--- config.mk ---
export PLATFORM = sky130hd
export DESIGN_NAME = hls_ap_seq
export DESIGN_NICKNAME = d
export VERILOG_FILES = /design/src/rtl/hls_ctrl_pkg.sv /design/src/rtl/hls_wdog.sv /design/src/rtl/hls_ap_seq.sv
export SDC_FILE = /design/constraint.sdc
export NUM_CORES = 1
export LEC_CHECK = 0
export CORE_AREA = 2 2 80 82
export CTS_CLUSTER_SIZE = 25
export DETAILED_ROUTE_END_ITERATION = 12
export DIE_AREA = 0 0 82 84
export PLACE_DENSITY = 0.72
export SYNTH_ARGS = -nofsm -noshare
export SYNTH_HDL_FRONTEND = slang
export SYNTH_SLANG_ARGS = --single-unit
export TNS_END_PERCENT = 5
--- constraint.sdc ---
create_clock -name ap_clk -period 3.6 [get_ports ap_clk]
set_input_delay 0.72 -clock ap_clk [delete_from_list [all_inputs] [get_ports ap_clk]]
set_output_delay 0.72 -clock ap_clk [all_outputs]
set_load 0.01 [all_outputs]
--- src/rtl/hls_ctrl_pkg.sv ---
// Shared definitions for HLS ap_ctrl_hs sequencers: state encoding and
// default sizing of iteration counters, flush length and watchdog.
package hls_ctrl_pkg;

  typedef enum logic [2:0] {
    S_RESET = 3'd0,
    S_FLUSH = 3'd1,
    S_IDLE  = 3'd2,
    S_RUN   = 3'd3,
    S_DRAIN = 3'd4
  } hls_state_e;

  localparam int CNT_W_DEF      = 11;
  localparam int RST_CYCLES_DEF = 4;
  localparam int FLUSH_CNT_DEF  = 20;
  localparam int WDOG_W_DEF     = 16;

endpackage

--- src/rtl/hls_wdog.sv ---
// Saturating progress watchdog: counts enabled cycles since the last clear
// and flags expiry once the counter reaches all-ones.
module hls_wdog #(
  parameter int WDOG_W = 16
) (
  input  logic clk_i,
  input  logic rst_ni,
  input  logic clr_i,
  input  logic en_i,
  output logic expired_o
);

  localparam logic [WDOG_W-1:0] MAX = '1;

  logic [WDOG_W-1:0] cnt_q, cnt_d;

  always_comb begin
    cnt_d = cnt_q;
    if (clr_i) begin
      cnt_d = '0;
    end else if (en_i && (cnt_q != MAX)) begin
      cnt_d = cnt_q + 1'b1;
    end
  end

  always_ff @(posedge clk_i or negedge rst_ni) begin
    if (!rst_ni) begin
      cnt_q <= '0;
    end else begin
      cnt_q <= cnt_d;
    end
  end

  assign expired_o = (cnt_q == MAX);

endmodule

--- src/rtl/hls_ap_seq.sv ---
// Sequencer for an ap_ctrl_hs HLS core: post-reset flush, host-requested
// N-iteration runs, abort handling and stall recovery via a watchdog.
module hls_ap_seq
  import hls_ctrl_pkg::*;
#(
  parameter int CNT_W      = CNT_W_DEF,
  parameter int RST_CYCLES = RST_CYCLES_DEF,
  parameter int FLUSH_CNT  = FLUSH_CNT_DEF,
  parameter int WDOG_W     = WDOG_W_DEF
) (
  input  logic             ap_clk,
  input  logic             ap_rst_n,
  input  logic             soft_reset,
  input  logic             start,
  input  logic             abort,
  input  logic [CNT_W-1:0] num_iter,
  input  logic             hls_ap_ready,
  input  logic             hls_ap_done,
  input  logic             hls_ap_idle,
  output logic             hls_ap_start,
  output logic             hls_rst,
  output logic             flush_active,
  output logic             fifo_out_rst,
  output logic             idle,
  output logic             done_sticky,
  output logic             timeout_sticky,
  output logic [CNT_W-1:0] iter_count
);

  localparam int RC_W = $clog2(RST_CYCLES + 1);
  localparam int FL_W = $clog2(FLUSH_CNT + 1);

  hls_state_e       state_q, state_d;
  logic [RC_W-1:0]  rc_q, rc_d;
  logic [FL_W-1:0]  fl_q, fl_d;
  logic [CNT_W-1:0] iter_q, iter_d;
  logic [CNT_W-1:0] num_q, num_d;
  logic             done_q, done_d;
  logic             tmo_q, tmo_d;
  logic             fifo_q, fifo_d;
  logic             wd_en, wd_clr, wd_exp;
  logic             abortable;

  assign wd_en     = (state_q == S_FLUSH) || (state_q == S_RUN) || (state_q == S_DRAIN);
  assign abortable = wd_en;
  assign wd_clr    = !wd_en || (state_d != state_q) || hls_ap_ready || hls_ap_done;

  hls_wdog #(
    .WDOG_W (WDOG_W)
  ) u_wdog (
    .clk_i     (ap_clk),
    .rst_ni    (ap_rst_n),
    .clr_i     (wd_clr),
    .en_i      (wd_en),
    .expired_o (wd_exp)
  );

  always_comb begin
    state_d = state_q;
    rc_d    = '0;
    fl_d    = '0;
    iter_d  = iter_q;
    num_d   = num_q;
    done_d  = done_q;
    tmo_d   = tmo_q;

    unique case (state_q)
      S_RESET: begin
        if (rc_q == RC_W'(RST_CYCLES - 1)) begin
          state_d = S_FLUSH;
        end else begin
          rc_d = rc_q + RC_W'(1);
        end
      end
      S_FLUSH: begin
        fl_d = fl_q;
        if (hls_ap_ready) begin
          if (fl_q == FL_W'(FLUSH_CNT - 1)) begin
            state_d = S_IDLE;
          end else begin
            fl_d = fl_q + FL_W'(1);
          end
        end
      end
      S_IDLE: begin
        if (start) begin
          num_d  = num_iter;
          iter_d = '0;
          done_d = (num_iter == '0);
          if (num_iter != '0) begin
            state_d = S_RUN;
          end
        end
      end
      S_RUN: begin
        if (hls_ap_ready) begin
          iter_d = iter_q + CNT_W'(1);
          // Leaving RUN here drops hls_ap_start before a further iteration can launch.
          if ((iter_q + CNT_W'(1)) == num_q) begin
            state_d = S_DRAIN;
          end
        end
      end
      S_DRAIN: begin
        if (hls_ap_done || hls_ap_idle) begin
          state_d = S_IDLE;
          done_d  = 1'b1;
        end
      end
      default: state_d = S_RESET;
    endcase

    // Overrides in ascending priority: watchdog, abort, soft reset.
    if (wd_en && wd_exp) begin
      state_d = S_RESET;
      iter_d  = iter_q;
      done_d  = done_q;
      tmo_d   = 1'b1;
    end
    if (abortable && abort) begin
      state_d = S_RESET;
      iter_d  = iter_q;
      done_d  = done_q;
      tmo_d   = tmo_q;
    end
    if (soft_reset) begin
      state_d = S_RESET;
      rc_d    = '0;
      iter_d  = '0;
      done_d  = 1'b0;
      tmo_d   = 1'b0;
    end
  end

  assign fifo_d = (state_q == S_FLUSH) && (state_d == S_IDLE);

  always_ff @(posedge ap_clk or negedge ap_rst_n) begin
    if (!ap_rst_n) begin
      state_q <= S_RESET;
      rc_q    <= '0;
      fl_q    <= '0;
      iter_q  <= '0;
      num_q   <= '0;
      done_q  <= 1'b0;
      tmo_q   <= 1'b0;
      fifo_q  <= 1'b0;
    end else begin
      state_q <= state_d;
      rc_q    <= rc_d;
      fl_q    <= fl_d;
      iter_q  <= iter_d;
      num_q   <= num_d;
      done_q  <= done_d;
      tmo_q   <= tmo_d;
      fifo_q  <= fifo_d;
    end
  end

  assign hls_rst        = (state_q == S_RESET);
  assign hls_ap_start   = (state_q == S_FLUSH) || (state_q == S_RUN);
  assign flush_active   = (state_q == S_FLUSH);
  assign idle           = (state_q == S_IDLE);
  assign fifo_out_rst   = fifo_q;
  assign done_sticky    = done_q;
  assign timeout_sticky = tmo_q;
  assign iter_count     = iter_q;

endmodule

==> impl_metrics.toml, run 1 <==
[sta]
timing.final.setup_violations = 0
final.min_clock_period_ns = 2.821
worst_pin_slew_ns = 1.229
timing.max_slew.rel_slack_pct = 17.50
unrepaired_setup_endpoints_after_global_routing = "false"
timing.fmax_ghz = 0.3545
final.setup_skew_ns = 0.01041
fin_tns_setup_ns = 0
period_share_pct = 78.35
minimum_setup_slack_in_the_final_design_ns = 0.7794
fin_worst_hold_slack_ns = 0.4459
finalHoldViolCount = 0
report.final.slew_viol_count = 0

[drt]
dr_total_vias = 2374
remaining_drc_errors = 0
drt-met1-wl_um = 2884
met3WireLength_um = 185
routed_wirelength_um = 6488
vias_per_cell = 5.693
post_drt_wl_per_cell_um = 15.56
maxUsedRoutingLayer = "met4"
drt-initial-drc-count = 114
ant_nets = 0
drt_pre_antenna_iters = 4
met2_wirelength_um = 3351

[worst_hold_path]
min-delay-path-class = "in2async"

[die]
core_sq_mm = 0.006096
number_of_placement_rows = 29
die_width_um = 82
initial_util_pct = 48.09
io-pin-count = 37
floorplan.die_area_sq_mm = 0.006888
height_of_the_chip_um = 84

[global_routing]
grt_pass1_wl_um = 11280
grt_pass1_vias = 2370
antenna_violations_before_repair = 0
grt_start_max_net_pins = 31
grt_util_all_layers_pct = 20.80
grt-ovfl-total = 0

[setup_path]
critPathCaptureType = "output port"
reg2reg_slack_ns = 1.03
worst-r2r-cell-count = 7
worstReg2RegEnd = "state_q[2]$_DFF_PN0_"
cp_max_fo = 11
worstSetupPathType = "reg2out"
critPathRequiredTime_ns = 2.88
cp.arrival_ns = 2.10
setup.worst_path.start_class = "flip-flop"
timing.rr.start = "iter_count[0]$_DFFE_PN0P_"

[clock_tree]
clk_transition_reported_paths_ns = 0.10
cts_resized = 0
cts_sinks = 52
cts_inserted_buffers = 5
cts_post_setup_buffers_inserted = 0
clockBufferDepth = 2
holdBufCountCts = 0
tritoncts = "yes"
clkLatencyLatePin_ns = 0.31
cts_max_level = 2
clock-root-buffer = "sky130_fd_sc_hd__clkbuf_8"

[synth]
postSynthRegisterBits = 52
synth_cell_types = 48
post_synth_inst_count = 307
async_flop_share_pct = 100.0
synth_nets = 330
synthFlopType = "sky130_fd_sc_hd__dfrtp_1"
yosysSeqAreaShare_pct = 44.39
synth_area_leader_cell = "sky130_fd_sc_hd__dfrtp_1"
netlist_top_cells_area = "sky130_fd_sc_hd__dfrtp_1, sky130_fd_sc_hd__xor2_1, sky130_fd_sc_hd__nor2_1"
avg_inst_size_synth_sq_um = 9.549
synth_enable_flop_cells = 0
yosys_synthesis_warning_count = 0
mappedNetlistArea_sq_mm = 0.002932
ys_top_cells_by_count = "sky130_fd_sc_hd__dfrtp_1, sky130_fd_sc_hd__nor2_1, sky130_fd_sc_hd__xor2_1, sky130_fd_sc_hd__nand3_1, sky130_fd_sc_hd__nand2_1"
synth_most_common_cell = "sky130_fd_sc_hd__dfrtp_1"
yosysTopAreaCellShare_pct = 44.39

[layout]
drive_gt1_share_pct = 5.882
layout-area-overhead-vs-synth_pct = 19.16
nNetsFinal = 362
diodes = 0
postLayoutCellArea_sq_mm = 0.003493

[place]
detailed_place_hpwl_um = 4785
post_dp_cell_area_sq_mm = 0.003334
dp_worst_setup_slack_ns = 0.7898
place.port_buffers = 36
gp_congestion = 0.8190

[power]
total_leakage_power_nw = 1.455
power.ir.vdd_worst_v = 0.0002486
power_per_cell_area_mw_per_mm2 = 364.1

[outcome]
status = "finished clean"

[run]
max_cap_violations = 0
layer usage:
layer | vias to the layer above | global-route usage [%]
met5 | - | 0
met4 | 0 | 4.848
met3 | 6 | 2.597
met2 | 41 | 36.36
met1 | 1160 | 26.96
li1 | 1167 | -
layout by cell type (no fill, tap or decap), types with 4 or more instances in the layout:
| master | netlist | layout |
|---|---|---|
| sky130_fd_sc_hd__dfrtp_1 | 52 | 52 |
| sky130_fd_sc_hd__nor2_1 | 40 | 40 |
| sky130_fd_sc_hd__clkdlybuf4s50_1 | 0 | 35 |
| sky130_fd_sc_hd__xor2_1 | 20 | 20 |
| sky130_fd_sc_hd__nand3_1 | 18 | 18 |
| sky130_fd_sc_hd__nand2_1 | 15 | 15 |
| sky130_fd_sc_hd__a21oi_1 | 13 | 13 |
| sky130_fd_sc_hd__xnor2_1 | 12 | 12 |
| sky130_fd_sc_hd__nand4_1 | 12 | 12 |
| sky130_fd_sc_hd__o21ai_1 | 11 | 11 |
| sky130_fd_sc_hd__mux2_1 | 8 | 8 |
| sky130_fd_sc_hd__nor3_1 | 7 | 7 |
| sky130_fd_sc_hd__or3_1 | 7 | 7 |
| sky130_fd_sc_hd__inv_1 | 6 | 6 |
| sky130_fd_sc_hd__o31ai_1 | 5 | 5 |
| sky130_fd_sc_hd__a31oi_1 | 5 | 5 |
| sky130_fd_sc_hd__o41ai_1 | 5 | 5 |
| sky130_fd_sc_hd__clkbuf_8 | 0 | 5 |
| sky130_fd_sc_hd__and2_1 | 4 | 4 |
| sky130_fd_sc_hd__o21bai_1 | 4 | 4 |
| sky130_fd_sc_hd__ha_1 | 4 | 4 |
cell families after synthesis:
logic type / after synthesis / synth area share (%)
AOI/OAI and AO/OA: 53 / 11.61
buffers and inverters: 19 / 2.945
and+or+nand+nor: 132 / 23.73
xor gates and xnor gates: 33 / 10.37
muxes: 14 / 5.250
adders and majority gates: 4 / 1.707
DFF: 52 / 44.39
where the power goes:
| part | switching (mW) | internal [mW] |
|---|---|---|
| logic | 0.0581 | 0.0549 |
| registers | 0.0144 | 0.599 |
| clock network | 0.198 | 0.347 |
layout make-up:
class,count,area [sq um]
clock buffer,5,68.82
clock inverter,3,90.09
fill,537,2603
inverter,6,22.52
multi-input combinational,236,1544
sequential,52,1301
tap,77,96.34
timing repair buffer,38,370.4
how the worst max path moves through the flow:
stage / from / endpoint / slack [ns]
6_report: state_q[0]$_DFF_PN0_ / flush_active / 0.78
5_1_grt: state_q[0]$_DFF_PN0_ / flush_active / 0.63
4_1_cts: state_q[0]$_DFF_PN0_ / flush_active / 0.78
3_5_place_dp: hls_ap_ready / iter_count[6]$_DFFE_PN0P_ / 0.79
3_3_place_gp: soft_reset / u_wdog.cnt_q[1]$_DFFE_PN0P_ / 0.89
2_1_floorplan: iter_count[0]$_DFFE_PN0P_ / state_q[2]$_DFF_PN0_ / 1.28
metrics by stage:
step / util [%] / std cells / total power [mW]
2_1_floorplan: - / 307 / 0.6810
3_3_place_gp: 54.70 / 409 / 0.7360
3_5_place_dp: 54.70 / 409 / 0.7391
4_1_cts: 57.31 / 417 / 1.283
5_1_grt: 57.31 / 417 / 1.327
6_report: 57.31 / 417 / 1.272
worst max-delay path, stage by stage, from the launching register on:
cell and delay, ns:
sky130_fd_sc_hd__dfrtp_1 0.58, sky130_fd_sc_hd__nor2b_1 0.32, sky130_fd_sc_hd__nand2b_1 0.23, sky130_fd_sc_hd__inv_1 0.12, sky130_fd_sc_hd__clkdlybuf4s50_1 0.54
registers in the layout, indices dropped and copies added (netlist names):
name            flops
done_sticky         1
state_q             3
fifo_out_rst        1
iter_count         11
num_q              11
timeout_sticky      1
rc_q                3
u_wdog.cnt_q       16
fl_q                5
(Power assumes the default switching activity.)
==> run 2, diff against run 1 <==
PLACE_DENSITY = 0.74   (was 0.72)
clock period = 2.46 ns   (was 3.6 ns; I/O delays follow)
==> run 2 against run 1 <==
Effect of this change:
- final area increased by 1.1%
- routed wire length increased by 1.2%
- via count increased by 2.7%
- sequential power increased by 46%
==> impl_metrics.toml, run 2 (synthesis gave the netlist of run 1 again) <==
[outcome]
status = "finished clean"

[sta]
fin_tns_setup_ns = 0
timing.max_slew.rel_slack_pct = 61.43
period_share_pct = 94.20
timing.final.setup_violations = 0
report.final.slew_viol_count = 0
final.setup_skew_ns = 0.01063
worst_pin_slew_ns = 0.5733
timing.fmax_ghz = 0.4315
unrepaired_setup_endpoints_after_global_routing = "false"
final.min_clock_period_ns = 2.317
finalHoldViolCount = 0

[power]
post-layout-total-power_mw = 1.588
pwr-share-clk_pct = 32.3
power.ir.vdd_worst_v = 0.0002936
power.combinational.fraction_pct = 11.4
p_switching_mw = 0.3920
power_switching_share_pct = 24.69
seqPwrFrac_pct = 56.3
power_per_cell_area_mw_per_mm2 = 449.5
total_leakage_power_nw = 1.480
p_int_mw = 1.196

[die]
die_width_um = 82
floorplan.die_area_sq_mm = 0.006888
initial_util_pct = 48.09
number_of_placement_rows = 29
height_of_the_chip_um = 84
io-pin-count = 37
core_sq_mm = 0.006096

[drt]
ant_nets = 0
routed_wirelength_um = 6566
drt-initial-drc-count = 220
dr_total_vias = 2438
remaining_drc_errors = 0
vias_per_cell = 5.696
drt_pre_antenna_iters = 4
post_drt_wl_per_cell_um = 15.34

[setup_path]
worstPathBufferInverterCount = 2
cp.arrival_ns = 1.83
cp_num_cells = 4
worst-r2r-cell-count = 7
timing.rr.start = "iter_count[1]$_DFFE_PN0P_"
worstPathCellList = "nor2b_4 > nand2b_1 > inv_1 > clkdlybuf4s50_1"
worstSetupPathType = "reg2out"
largest_stage_delay_on_the_critical_path_ns = 0.54
critPathCaptureType = "output port"
reg2reg_slack_ns = 0.20
critPathRequiredTime_ns = 1.97
worstReg2RegEnd = "state_q[2]$_DFF_PN0_"
family_with_the_most_delay_on_the_worst_path = "buffers and inverters"
setup.worst_path.start_class = "flip-flop"
crit_path_top_delay_cell = "sky130_fd_sc_hd__clkdlybuf4s50_1"
cp_max_fo = 11

[place]
place.port_buffers = 36
post_dp_cell_area_sq_mm = 0.003430
gp_congestion = 0.8069
detailed_place_hpwl_um = 4792

[clock_tree]
clockBufferDepth = 2
tritoncts = "yes"
clkLatencyLatePin_ns = 0.31
clk_transition_reported_paths_ns = 0.10
cts_resized = 1
cts_inserted_buffers = 5
clock-root-buffer = "sky130_fd_sc_hd__clkbuf_8"
cts_sinks = 52
holdBufCountCts = 0
cts_post_setup_buffers_inserted = 0
cts_max_level = 2

[layout]
drive_gt1_share_pct = 9.117
final_core_util_pct = 57.94
largest_register_ffs = 16
mostFrequentLayoutCell = "sky130_fd_sc_hd__dfrtp_1"
final.fill_count = 526
final_cell_mix = "sky130_fd_sc_hd__dfrtp_1, sky130_fd_sc_hd__nor2_1, sky130_fd_sc_hd__clkdlybuf4s50_1"
nNetsFinal = 373
postLayoutCellArea_sq_mm = 0.003532
max_flop_register = "u_wdog.cnt_q"
layout-area-overhead-vs-synth_pct = 20.49
diodes = 0

[run]
max_cap_violations = 0

[global_routing]
grt-ovfl-total = 0
grt_start_max_net_pins = 53
antenna_violations_before_repair = 0
grt_pass1_vias = 2367
grt_pass1_wl_um = 11410
grt_util_all_layers_pct = 20.89

[worst_hold_path]
min-delay-path-class = "in2async"
run 2: worst max-delay path by stage:
stage                                         start                     endpoint  slack, ns
after floorplan           iter_count[0]$_DFFE_PN0P_         state_q[2]$_DFF_PN0_       0.14
after global placement                        abort  u_wdog.cnt_q[1]$_DFFE_PN0P_       0.21
after detailed placement                      abort  u_wdog.cnt_q[1]$_DFFE_PN0P_       0.18
after CTS                      state_q[2]$_DFF_PN0_                 flush_active       0.03
after global routing           state_q[2]$_DFF_PN0_                 flush_active     0.0007
final                          state_q[2]$_DFF_PN0_                 flush_active       0.14
run 2: metrics by stage:
stage	setup slack [ns]	hold WS (ns)	cells
after global placement	0.2146	0.4353	420
after CTS	0.03227	0.1747	428
after detailed placement	0.1799	0.4612	420
after floorplan	0.1369	0.1964	307
after global routing	0.0007290	0.1779	428
final	0.1426	0.1659	428
run 2: routing by layer:
layer | vias to the layer above | share of wire [%] | track usage [%]
li1 | 1193 | - | -
met1 | 1174 | 45 | 29.00
met2 | 59 | 50 | 33.70
met3 | 12 | 4.4 | 3.896
met4 | 0 | 0.94 | 4.697
met5 | - | 0 | 0
run 2: layout make-up:
type | count | area [sq um] | share of cell area, %
inverter | 6 | 22.52 | 0.6376
timing repair buffer | 49 | 465.4 | 13.18
tap | 77 | 96.34 | 2.728
multi-input combinational | 236 | 1551 | 43.92
clock buffer | 7 | 86.33 | 2.444
sequential | 52 | 1303 | 36.88
clock inverter | 1 | 7.507 | 0.2125
run 2: power groups by stage:
| stage | combinational, mW | sequential (mW) | clock (mW) |
|---|---|---|---|
| finish | 0.181 | 0.894 | 0.513 |
| floorplan | 0.0915 | 0.905 | 0 |
| CTS | 0.182 | 0.893 | 0.529 |
| detailed placement | 0.181 | 0.910 | 0 |
| global placement | 0.177 | 0.909 | 0 |
| global route | 0.203 | 0.897 | 0.566 |
==> run 3, diff against run 2 <==
CTS_BUF_LIST = sky130_fd_sc_hd__clkbuf_4 sky130_fd_sc_hd__clkbuf_8   (was default)
REMOVE_ABC_BUFFERS = 1   (was default)
SETUP_SLACK_MARGIN = 0.05   (was default)
==> run 3 against run 2 <==
Effect of this change:
- final area rose by 0.42%
- clock-buffer cell count fell by 2
- setup slack improved by 0.042 ns
- highest routed layer unchanged
- combinational power barely moved
- critical path type unchanged
==> impl_metrics.toml, run 3 (synthesis gave the netlist of run 1 again) <==
[outcome]
status = "finished clean"

[layout]
max_flop_register = "u_wdog.cnt_q"
final_core_util_pct = 58.19
final_cell_mix = "sky130_fd_sc_hd__dfrtp_1, sky130_fd_sc_hd__nor2_1, sky130_fd_sc_hd__clkdlybuf4s50_1"
largest_register_ffs = 16
area.sequential_sq_mm = 0.001303
stdcell_count = 429
layout-area-overhead-vs-synth_pct = 21.00
drive_gt1_share_pct = 9.943
diodes = 0
final.fill_count = 529
nNetsFinal = 374
multi_input_comb_area_sq_mm = 0.001554
mostFrequentLayoutCell = "sky130_fd_sc_hd__dfrtp_1"

[global_routing]
grt_pass1_wl_um = 11010
grt_start_max_net_pins = 21
antenna_violations_before_repair = 0
grt_pass1_vias = 2254
grt_util_all_layers_pct = 20.56
grt-ovfl-total = 0

[sta]
worst_pin_slew_ns = 0.5870
timing.final.setup_violations = 0
unrepaired_setup_endpoints_after_global_routing = "false"
final.min_clock_period_ns = 2.275
period_share_pct = 92.49
timing.max_slew.rel_slack_pct = 60.50
report.final.slew_viol_count = 0
finalHoldViolCount = 0
fin_tns_setup_ns = 0
final.setup_skew_ns = 0.01181
timing.fmax_ghz = 0.4395

[clock_tree]
tritoncts = "yes"
clock-root-buffer = "sky130_fd_sc_hd__clkbuf_8"
clkLatencyLatePin_ns = 0.31
clk_transition_reported_paths_ns = 0.10
cts_inserted_buffers = 5
cts_sinks = 52
cts_max_level = 2
clockBufferDepth = 2

[die]
number_of_placement_rows = 29
floorplan.die_area_sq_mm = 0.006888
die_width_um = 82
io-pin-count = 37
height_of_the_chip_um = 84
initial_util_pct = 48.09
core_sq_mm = 0.006096

[drt]
ant_nets = 0
drt-initial-drc-count = 142
drt_pre_antenna_iters = 4
post_drt_wl_per_cell_um = 15.17
routed_wirelength_um = 6509
vias_per_cell = 5.641
dr_total_vias = 2420
remaining_drc_errors = 0

[place]
dp.cells = 421
gp_congestion = 0.8894
detailed_place_hpwl_um = 4831
place.port_buffers = 36

[setup_path]
crit_start = "state_q[2]$_DFF_PN0_"
cp_max_fo = 11
timing.rr.start = "iter_count[0]$_DFFE_PN0P_"
worstSetupPathType = "reg2out"
critPathRequiredTime_ns = 1.97
critPathCaptureType = "output port"
cp.arrival_ns = 1.78
setup.worst_path.start_class = "flip-flop"

[worst_hold_path]
min-delay-path-class = "in2async"

[run]
max_cap_violations = 0

[power]
power.ir.vdd_worst_v = 0.0002477
power_per_cell_area_mw_per_mm2 = 469.6
total_leakage_power_nw = 1.490
post-layout-total-power_mw = 1.666
==> run 3: power breakdown <==
part | switching [mW] | internal (mW) | total [mW] | leakage [nW]
clock network | 0.292 | 0.302 | 0.593 | 0.0541
logic | 0.0898 | 0.0886 | 0.178 | 0.718
registers | 0.0176 | 0.876 | 0.894 | 0.717
total | 0.399 | 1.27 | 1.67 | 1.49
==> run 3: worst paths after layout <==
check	slack (ns)	depth (start not counted)	endpoint
max	0.18	4	flush_active
min	0.12	1	iter_count[4]$_DFFE_PN0P_
max reg2reg	0.21	7	state_q[2]$_DFF_PN0_
min reg2reg	0.46	1	rc_q[0]$_DFF_PN0_
max in group asynchronous	1.72	2	state_q[2]$_DFF_PN0_
min in group ap_clk	0.46	1	rc_q[0]$_DFF_PN0_
==> run 3: layout make-up <==
class	instances	share of cell area, %
clock inverter	3	1.199
tap	77	2.716
inverter	6	0.6349
timing repair buffer	50	12.98
clock buffer	5	1.940
multi-input combinational	236	43.81
sequential	52	36.72
==> run 3: worst max-delay path: stages, from the launching register on <==
cell	delay [ns]
sky130_fd_sc_hd__dfrtp_2	0.51
sky130_fd_sc_hd__nor2b_4	0.19
sky130_fd_sc_hd__nand2b_2	0.13
sky130_fd_sc_hd__inv_1	0.10
sky130_fd_sc_hd__clkdlybuf4s50_1	0.53
==> run 3: per-stage QoR <==
stage | setup slack, ns | hold slack, ns | instance area [sq um]
floorplan | 0.09510 | 0.1964 | 2868
global placement | 0.2122 | 0.4279 | 3425
detailed placement | 0.1783 | 0.4382 | 3425
CTS | 0.05072 | 0.1256 | 3540
global route | 0.08350 | 0.1503 | 3547
finish | 0.1847 | 0.1176 | 3547
==> run 3: layer usage <==
layer	up-vias	share of wire (%)	track usage [%]	wire (um)
met4	0	1.6	7.121	105
met5	-	0	0	0
met3	7	3.5	3.355	227
met1	1167	46	27.82	2984
li1	1189	-	-	-
met2	57	49	33.04	3191
==> run 3: what timing repair did <==
| action | 4_1_cts | 5_1_grt |
|---|---|---|
| hold buffers | 0 | 0 |
| cloned | 0 | 0 |
| buffers inserted | 0 | 0 |
| pin swaps | 0 | 0 |
| endpoints found under the setup margin | 1 | 1 |
| gates resized for setup | 2 | 2 |
| endpoints found under the hold margin | 0 | 0 |
